## src/rtl/mux_bus_arbiter_rr8.sv

```systemverilog
// Round-robin arbiter/sequencer for the shared 8-to-1 bus mux.
// Grants one owner at a time, bursts bounded by MAX_HOLD transfers.
module mux_bus_arbiter_rr8 #(
  parameter int WIDTH    = 16,
  parameter int MAX_HOLD = 4
) (
  input  logic               clk,
  input  logic               reset,
  input  logic [7:0]         req,
  input  logic [8*WIDTH-1:0] din,
  output logic [7:0]         grant,
  output logic [2:0]         sel,
  output logic               mux_en,
  output logic [WIDTH-1:0]   dout,
  output logic               dout_valid
);

  typedef enum logic {
    S_IDLE,
    S_GRANT
  } state_t;

  localparam logic [3:0] HOLD_MAX = 4'(MAX_HOLD);

  state_t           state, state_n;
  logic [7:0]       grant_n;
  logic [2:0]       sel_n;
  logic [WIDTH-1:0] dout_n;
  logic             valid_n;
  logic [3:0]       hold_cnt, hold_n;
  logic [2:0]       last_owner, last_n;

  logic [2:0] arb_ptr, arb_idx, cand;
  logic       arb_found;
  logic       xfer, last_xfer, rel;

  // In IDLE the pointer follows last_owner; on release it is owner+1.
  always_comb begin
    arb_ptr   = (state == S_IDLE) ? last_owner + 3'd1 : sel + 3'd1;
    arb_found = 1'b0;
    arb_idx   = arb_ptr;
    cand      = arb_ptr;
    for (int i = 7; i >= 0; i--) begin
      cand = arb_ptr + 3'(i);
      if (req[cand]) begin
        arb_found = 1'b1;
        arb_idx   = cand;
      end
    end
  end

  assign xfer      = (state == S_GRANT) && req[sel];
  assign last_xfer = xfer && ((hold_cnt + 4'd1) == HOLD_MAX);
  assign rel       = (state == S_GRANT) && (!req[sel] || last_xfer);

  always_comb begin
    state_n = state;
    grant_n = grant;
    sel_n   = sel;
    dout_n  = dout;
    valid_n = 1'b0;
    hold_n  = hold_cnt;
    last_n  = last_owner;
    unique case (state)
      S_IDLE: begin
        if (arb_found) begin
          state_n = S_GRANT;
          grant_n = 8'b1 << arb_idx;
          sel_n   = arb_idx;
          hold_n  = 4'd0;
        end
      end
      S_GRANT: begin
        if (xfer) begin
          dout_n  = din[sel*WIDTH +: WIDTH];
          valid_n = 1'b1;
          hold_n  = hold_cnt + 4'd1;
        end
        if (rel) begin
          last_n = sel;
          hold_n = 4'd0;
          if (arb_found) begin
            grant_n = 8'b1 << arb_idx;
            sel_n   = arb_idx;
          end else begin
            state_n = S_IDLE;
            grant_n = 8'd0;
          end
        end
      end
      default: begin
        state_n = S_IDLE;
        grant_n = 8'd0;
      end
    endcase
  end

  always_ff @(posedge clk) begin
    if (reset) begin
      state      <= S_IDLE;
      grant      <= 8'd0;
      sel        <= 3'd0;
      dout       <= '0;
      dout_valid <= 1'b0;
      hold_cnt   <= 4'd0;
      last_owner <= 3'd7;
    end else begin
      state      <= state_n;
      grant      <= grant_n;
      sel        <= sel_n;
      dout       <= dout_n;
      dout_valid <= valid_n;
      hold_cnt   <= hold_n;
      last_owner <= last_n;
    end
  end

  assign mux_en = |grant;

endmodule

```

## config.mk

```make
export PLATFORM = sky130hd
export DESIGN_NAME = mux_bus_arbiter_rr8
export DESIGN_NICKNAME = d
export VERILOG_FILES = /design/src/rtl/mux_bus_arbiter_rr8.sv
export SDC_FILE = /design/constraint.sdc
export NUM_CORES = 1
export LEC_CHECK = 0
export CORE_ASPECT_RATIO = 2
export CORE_MARGIN = 3
export CORE_UTILIZATION = 25
export DETAILED_ROUTE_END_ITERATION = 6
export PLACE_DENSITY = 0.63
export SLEW_MARGIN = 20
export SYNTH_ARGS = -nofsm -noshare
export SYNTH_HDL_FRONTEND = slang
export SYNTH_SLANG_ARGS = --single-unit
```

## constraint.sdc

```tcl
create_clock -name clk -period 3.9 [get_ports clk]
set_clock_uncertainty 0.15 [all_clocks]
set_input_delay 0.975 -clock clk [delete_from_list [all_inputs] [get_ports clk]]
set_output_delay 0.975 -clock clk [all_outputs]
set_load 0.05 [all_outputs]
```

==> results of run 1 <==
-- layer usage --
layer  share of wire [%]  vias up  track usage [%]
li1                    -     1608                -
met1                  33     1707             16.7
met2                  58      167             34.8
met3                 5.6       29             1.53
met4                 3.4        0             6.32
met5                   0        -                0
-- kinds of logic after synthesis --
kind of cell / Yosys count / share of synthesized area (%)
AOI/OAI and AO/OA: 75 / 16.2
buffers and inverters: 34 / 4.96
adders and majority gates: 3 / 1.09
muxes: 91 / 43.4
and+or+nand+nor: 77 / 10.9
xor gates and xnor gates: 5 / 2.44
DFF: 36 / 21.0
-- stage by stage --
stage          hold slack (ns)  utilization [%]
4_1_cts                  0.333             40.5
6_report                 0.333             40.6
2_1_floorplan            0.285                -
3_3_place_gp             0.314             39.3
3_5_place_dp             0.322             39.3
5_1_grt                  0.359             40.6
-- what timing repair did --
| item | in CTS | in global routing |
|---|---|---|
| endpoints found under the setup margin | 0 | 7 |
| hold buffers | 0 | 0 |
| gates resized for setup | 0 | 3 |
-- registers in the layout, indices dropped and copies added (netlist names) --
name        count
dout           16
dout_valid      1
grant           8
hold_cnt        4
last_owner      3
sel             3
state           1
-- cells in the final DEF, fill, tap and decap left out, types with 2 or more instances in the layout --
cell type	count
o221a_2	2
xnor2_4	2
clkinv_1	3
nand2_1	18
dfxtp_1	35
o21a_1	2
clkbuf_16	5
buf_4	16
a211o_1	4
nand3_1	4
o22ai_1	2
a21oi_1	17
inv_1	5
nor4_1	2
mux2i_1	36
nand2b_1	3
mux4_2	42
nor2b_1	3
a221oi_1	2
a211oi_1	17
mux2_2	9
a32oi_1	2
or3_1	4
o31ai_1	4
clkdlybuf4s50_1	166
a32o_1	4
nor2_1	32
o21ai_0	4
o211ai_1	3
mux2i_4	3
nand4_1	3
ha_1	3
-- cell type report --
type,instances,area share (%)
clock buffer,6,2.36
clock inverter,2,0.642
inverter,9,0.619
multi-input combinational,251,47.0
sequential,36,13.2
tap,155,3.55
timing repair buffer,182,32.6
-- report_power, final --
group | leakage (nW) | switching, W | internal [W] | total [W]
clock network | 0.0808 | 0.000147 | 0.000300 | 0.000447
logic | 1.63 | 0.00168 | 0.00132 | 0.00300
registers | 0.296 | 0.0000752 | 0.000477 | 0.000553
-- worst max-delay path by stage --
stage	end	slack, ns	depth (start not counted)
4_1_cts	sel[0]	0.17	12
2_1_floorplan	grant[0]	0.07	14
6_report	grant[1]	0.24	11
3_3_place_gp	sel[0]	0.18	9
5_1_grt	grant[5]	0.06	10
3_5_place_dp	sel[0]	0.15	9
==> out/qor.yml, run 1 <==
global_routing:
  antenna_found_initial: 0
  grt_pass1_vias: 3646
  grt_max_degree: 38
  grt.overflow.total: 0
  grt_usage_pct: 17.1
  grt_pass1_wl_um: 19700
finish:
  area_growth_pct: 59.1
  drive_gt1_share_pct: 18.7
  multiInputGateArea_um2: 2560
  design_area_um2: 5460
  register_area_um2: 722
  final_cells: 641
  diodes: 0
  fillers: 1295
  nets: 626
run_status:
  status: "finished clean"
die:
  start_util_pct: 25.5
  io_pins: 167
  rows: 60
  die_area_um2: 15300
  core_um2: 13400
  die_h_um: 172
  die_x_um: 88.9
cts:
  clkTransAtPathRegs_ns: 0.05
  clockBufferDepth: 2
  cts_tree: "built"
  h-tree-depth: 2
  cts-root-buf: "clkbuf_16"
  cts-buffers-inserted: 5
  cts_setup_buffers: 0
  cts_num_sinks: 36
  clock_latency_ns: 0.27
placement:
  portBuffers: 166
  dp_slack_ns: 0.151
  dpl-instance-area_um2: 5280
  place_congestion: 0.960
  dp_hpwl_um: 10900
  placed_cells: 633
worst_setup_path:
  r2r_cells: 11
  endpoint_kind: "register"
  crit_family: "multiplexers"
  critPathSlowestCell: "xnor3_2"
  r2r-start: "state"
  path_cells: "buf_4 -> mux2i_4 -> inv_2 -> ha_1 -> xnor3_2 -> mux2_2 -> mux2i_2 -> o22ai_1 -> or3_1 -> a31oi_2 -> a32o_1"
  critPathBufInv: 2
  slowest_delay_ns: 0.56
  crit_arrival_ns: 3.73
  r2r_slack_ns: 0.24
  crit_fanout: 9
  crit_required_ns: 3.97
  r2r-end: "grant[1]"
  start_kind: "register"
  critPathLaunch: "state"
  criticalPathCategory: "register to register"
sta:
  timing.setup.tns_ns: 0
  setup_viol: 0
  grt_setup_unrepaired: "no"
  timing.fmax_mhz: 273
  worst_slack_ns: 0.236
  fin_crit_ns: 3.66
  fin_crit_sh_pct: 94.0
  max-slew-margin-rel_pct: 51.8
  worst_pin_slew_ns: 0.724
  report.final.hold_viol_count: 0
  final-max-slew-violation-count: 0
pwr:
  power_density_nw_per_um2: 733
  total_power_w: 0.00400
  ir_drop_mv: 0.340
  leakagePower_nw: 2.00
synth:
  yosysSeqAreaShare_pct: 21.0
  yosysTopAreaCell: "mux4_2"
  synth_edf_count: 0
  ys_top_cells_by_area: "mux4_2, dfxtp_1, mux2i_1"
  ys.flop_type: "dfxtp_1"
  syn_area_per_cell_um2: 10.7
  syn_nets: 462
  async_reset_ff_share_pct: 0
  synth_cells: 321
  yosysMostFrequentCell: "mux4_2"
  syn_area_um2: 3430
  ys_seq_elements: 36
  synth_common_cells: "mux4_2, dfxtp_1, mux2i_1"
  synth_top_area_share_pct: 27.6
  synth_warnings: 0
  synth_cell_type_count: 58
flow_run:
  cap_violations: 0
routing:
  routedWlPerCell_um: 20.7
  via_per_inst: 5.48
  wirelength_um: 13300
  ant_nets: 0
  drc: 0
  drt_iter0_markers: 126
  dr_total_vias: 3511
  firstDrtPassIters: 4
hold_path:
  min_from: "last_owner[1]"
  holdPathEnd: "last_owner[1]"
  min_path_cells: 1
  hp-class: "register to register"
No activity file was read; power rests on OpenSTA's default activity.
==> inputs of run 2 (changes only) <==
--- a/config.mk
+++ b/config.mk
@@ -10,6 +10,7 @@
 export CORE_UTILIZATION = 25
 export DETAILED_ROUTE_END_ITERATION = 6
 export PLACE_DENSITY = 0.63
+export SKIP_CTS_REPAIR_TIMING = 1
 export SLEW_MARGIN = 20
 export SYNTH_ARGS = -nofsm -noshare
 export SYNTH_HDL_FRONTEND = slang
==> results of run 2 <==
Same layout as run 1: the final DEF is identical, and so are final timing and power.
==> inputs of run 3 (changes only) <==
--- a/config.mk
+++ b/config.mk
@@ -7,9 +7,10 @@
 export LEC_CHECK = 0
 export CORE_ASPECT_RATIO = 2
 export CORE_MARGIN = 3
-export CORE_UTILIZATION = 25
+export CORE_UTILIZATION = 42
 export DETAILED_ROUTE_END_ITERATION = 6
-export PLACE_DENSITY = 0.63
+export GPL_TIMING_DRIVEN = 0
+export PLACE_DENSITY = 0.92
 export SKIP_CTS_REPAIR_TIMING = 1
 export SLEW_MARGIN = 20
 export SYNTH_ARGS = -nofsm -noshare
==> run 3 against run 2 <==
Net effect: largest power group unchanged; non-clock buffer count up 9; sequential power is 3% higher; flip-flop and latch count did not move; die area decreased by 39%; clock power decreased by 7.8%; clock-buffer cell count did not move; first-iteration DRC count is 120% higher; fmax down 2.0%; register-to-register slack got worse by 0.08 ns; cell count is 7.8% lower; via count is 4.1% higher; global-route usage rose by 12 points; critical endpoint is now grant[0].
==> out/qor.yml, run 3 (synthesized netlist as in run 1, its figures left out) <==
run_status:
  status: "finished clean"
global_routing:
  grt_max_degree: 13
  grt.overflow.total: 0
  antenna_found_initial: 0
  grt_pass1_wl_um: 21200
  grt_usage_pct: 29.0
  grt_pass1_vias: 3976
cts:
  cts-buffers-inserted: 5
  cts-root-buf: "clkbuf_16"
  clkTransAtPathRegs_ns: 0.06
  cts_num_sinks: 36
  clockBufferDepth: 2
  h-tree-depth: 2
  clock_latency_ns: 0.28
  cts_tree: "built"
die:
  rows: 46
  core_um2: 7940
  start_util_pct: 43.2
  die_area_um2: 9360
  die_h_um: 134
  die_x_um: 69.9
  io_pins: 167
pwr:
  leakagePower_nw: 1.99
  ir_drop_mv: 0.449
  power_density_nw_per_um2: 752
routing:
  drt_iter0_markers: 282
  via_per_inst: 6.18
  firstDrtPassIters: 7
  wirelength_um: 13900
  drc: 0
  routedWlPerCell_um: 23.6
  dr_total_vias: 3654
  ant_nets: 0
sta:
  timing.fmax_mhz: 267
  fin_crit_ns: 3.74
  worst_pin_slew_ns: 0.883
  fin_crit_sh_pct: 95.9
  final-max-slew-violation-count: 0
  worst_slack_ns: 0.161
  setup_viol: 0
  max-slew-margin-rel_pct: 41.1
  report.final.hold_viol_count: 0
worst_setup_path:
  critPathLaunch: "sel[0]"
  r2r-end: "grant[0]"
  endpoint_kind: "register"
  crit_arrival_ns: 3.81
  r2r_slack_ns: 0.16
  r2r_cells: 13
  crit_required_ns: 3.97
  r2r-start: "sel[0]"
  start_kind: "register"
  criticalPathCategory: "register to register"
  crit_fanout: 10
finish:
  regMostFlops: "dout"
  final_cell_mix: "clkdlybuf4s50_1, mux4_2, mux2i_1, dfxtp_1, nor2_1"
  utilization_pct: 68.7
  area_growth_pct: 59.0
  diodes: 0
  drive_gt1_share_pct: 17.8
  final_common_cell: "clkdlybuf4s50_1"
  reg_top3: "dout (16), grant (8), hold_cnt (4)"
  fillers: 570
  largest_register_ff_count: 16
  nets: 635
placement:
  dp_hpwl_um: 11200
  dp_slack_ns: -0.393
  place_congestion: 0.939
  portBuffers: 166
hold_path:
  min_path_cells: 1
  holdPathEnd: "last_owner[1]"
  hp-class: "register to register"
  min_from: "last_owner[1]"
flow_run:
  cap_violations: 0
[run 3: cell types whose count changed in the layout (fill, tap and decap cells not counted), sizes merged]
cell	delta
clkbuf	+14
clkinv	-1
inv	+2
buf	-5
bufinv	-1
[run 3: worst max-delay path by stage]
| stage | cells past startpoint | slack [ns] | end |
|---|---|---|---|
| final | 13 | 0.16 | grant[0] |
| after global routing | 14 | -0.04 | grant[3] |
| after CTS | 13 | -0.42 | grant[0] |
| after detailed placement | 13 | -0.39 | grant[0] |
| after global placement | 13 | -0.30 | grant[0] |
| after floorplan | 14 | 0.07 | grant[0] |
[run 3: through the flow]
stage	std cells	total power, W	setup TNS (ns)	instance area, µm²	hold slack, ns
finish	591	0.00411	0	5460	0.322
global placement	583	0.00340	-2.05	5210	0.297
floorplan	321	0.00268	0	3430	0.285
global route	591	0.00432	-0.0646	5460	0.357
detailed placement	583	0.00348	-3.15	5210	0.306
CTS	591	0.00390	-3.46	5370	0.323
[run 3: area by class of cell]
cell class	count	area [µm²]	share of cell area, %
Buffer	24	139	2.55
Timing Repair Buffer	167	1670	30.6
Sequential cell	36	722	13.2
Clock inverter	2	13.8	0.252
Tap cell	96	120	2.20
Inverter	9	33.8	0.619
Clock buffer	6	139	2.55
Multi-Input combinational cell	251	2620	48.0
[run 3: worst max-delay path: stages, from the launching register on]
cell and delay, ns:
dfxtp_1 0.37, clkbuf_4 0.27, mux2i_4 0.12, inv_2 0.14, buf_6 0.20, ha_4 0.20
xnor3_2 0.48, buf_6 0.17, mux2i_4 0.19, mux2i_4 0.29, o22ai_1 0.16, or3_1 0.51
a31oi_4 0.23, a32o_1 0.18
[run 3: report_power, final]
part	internal (W)	switching (W)	total, W
registers	0.000478	0.0000911	0.000569
clock network	0.000255	0.000156	0.000412
logic	0.00137	0.00176	0.00313
[run 3: metal layers]
metal | up-vias | routed length, µm | GRT usage [%]
li1 | 1627 | - | -
met1 | 1766 | 4400 | 27.8
met2 | 209 | 7710 | 55.3
met3 | 52 | 881 | 4.65
met4 | 0 | 935 | 18.3
met5 | - | 0 | 0
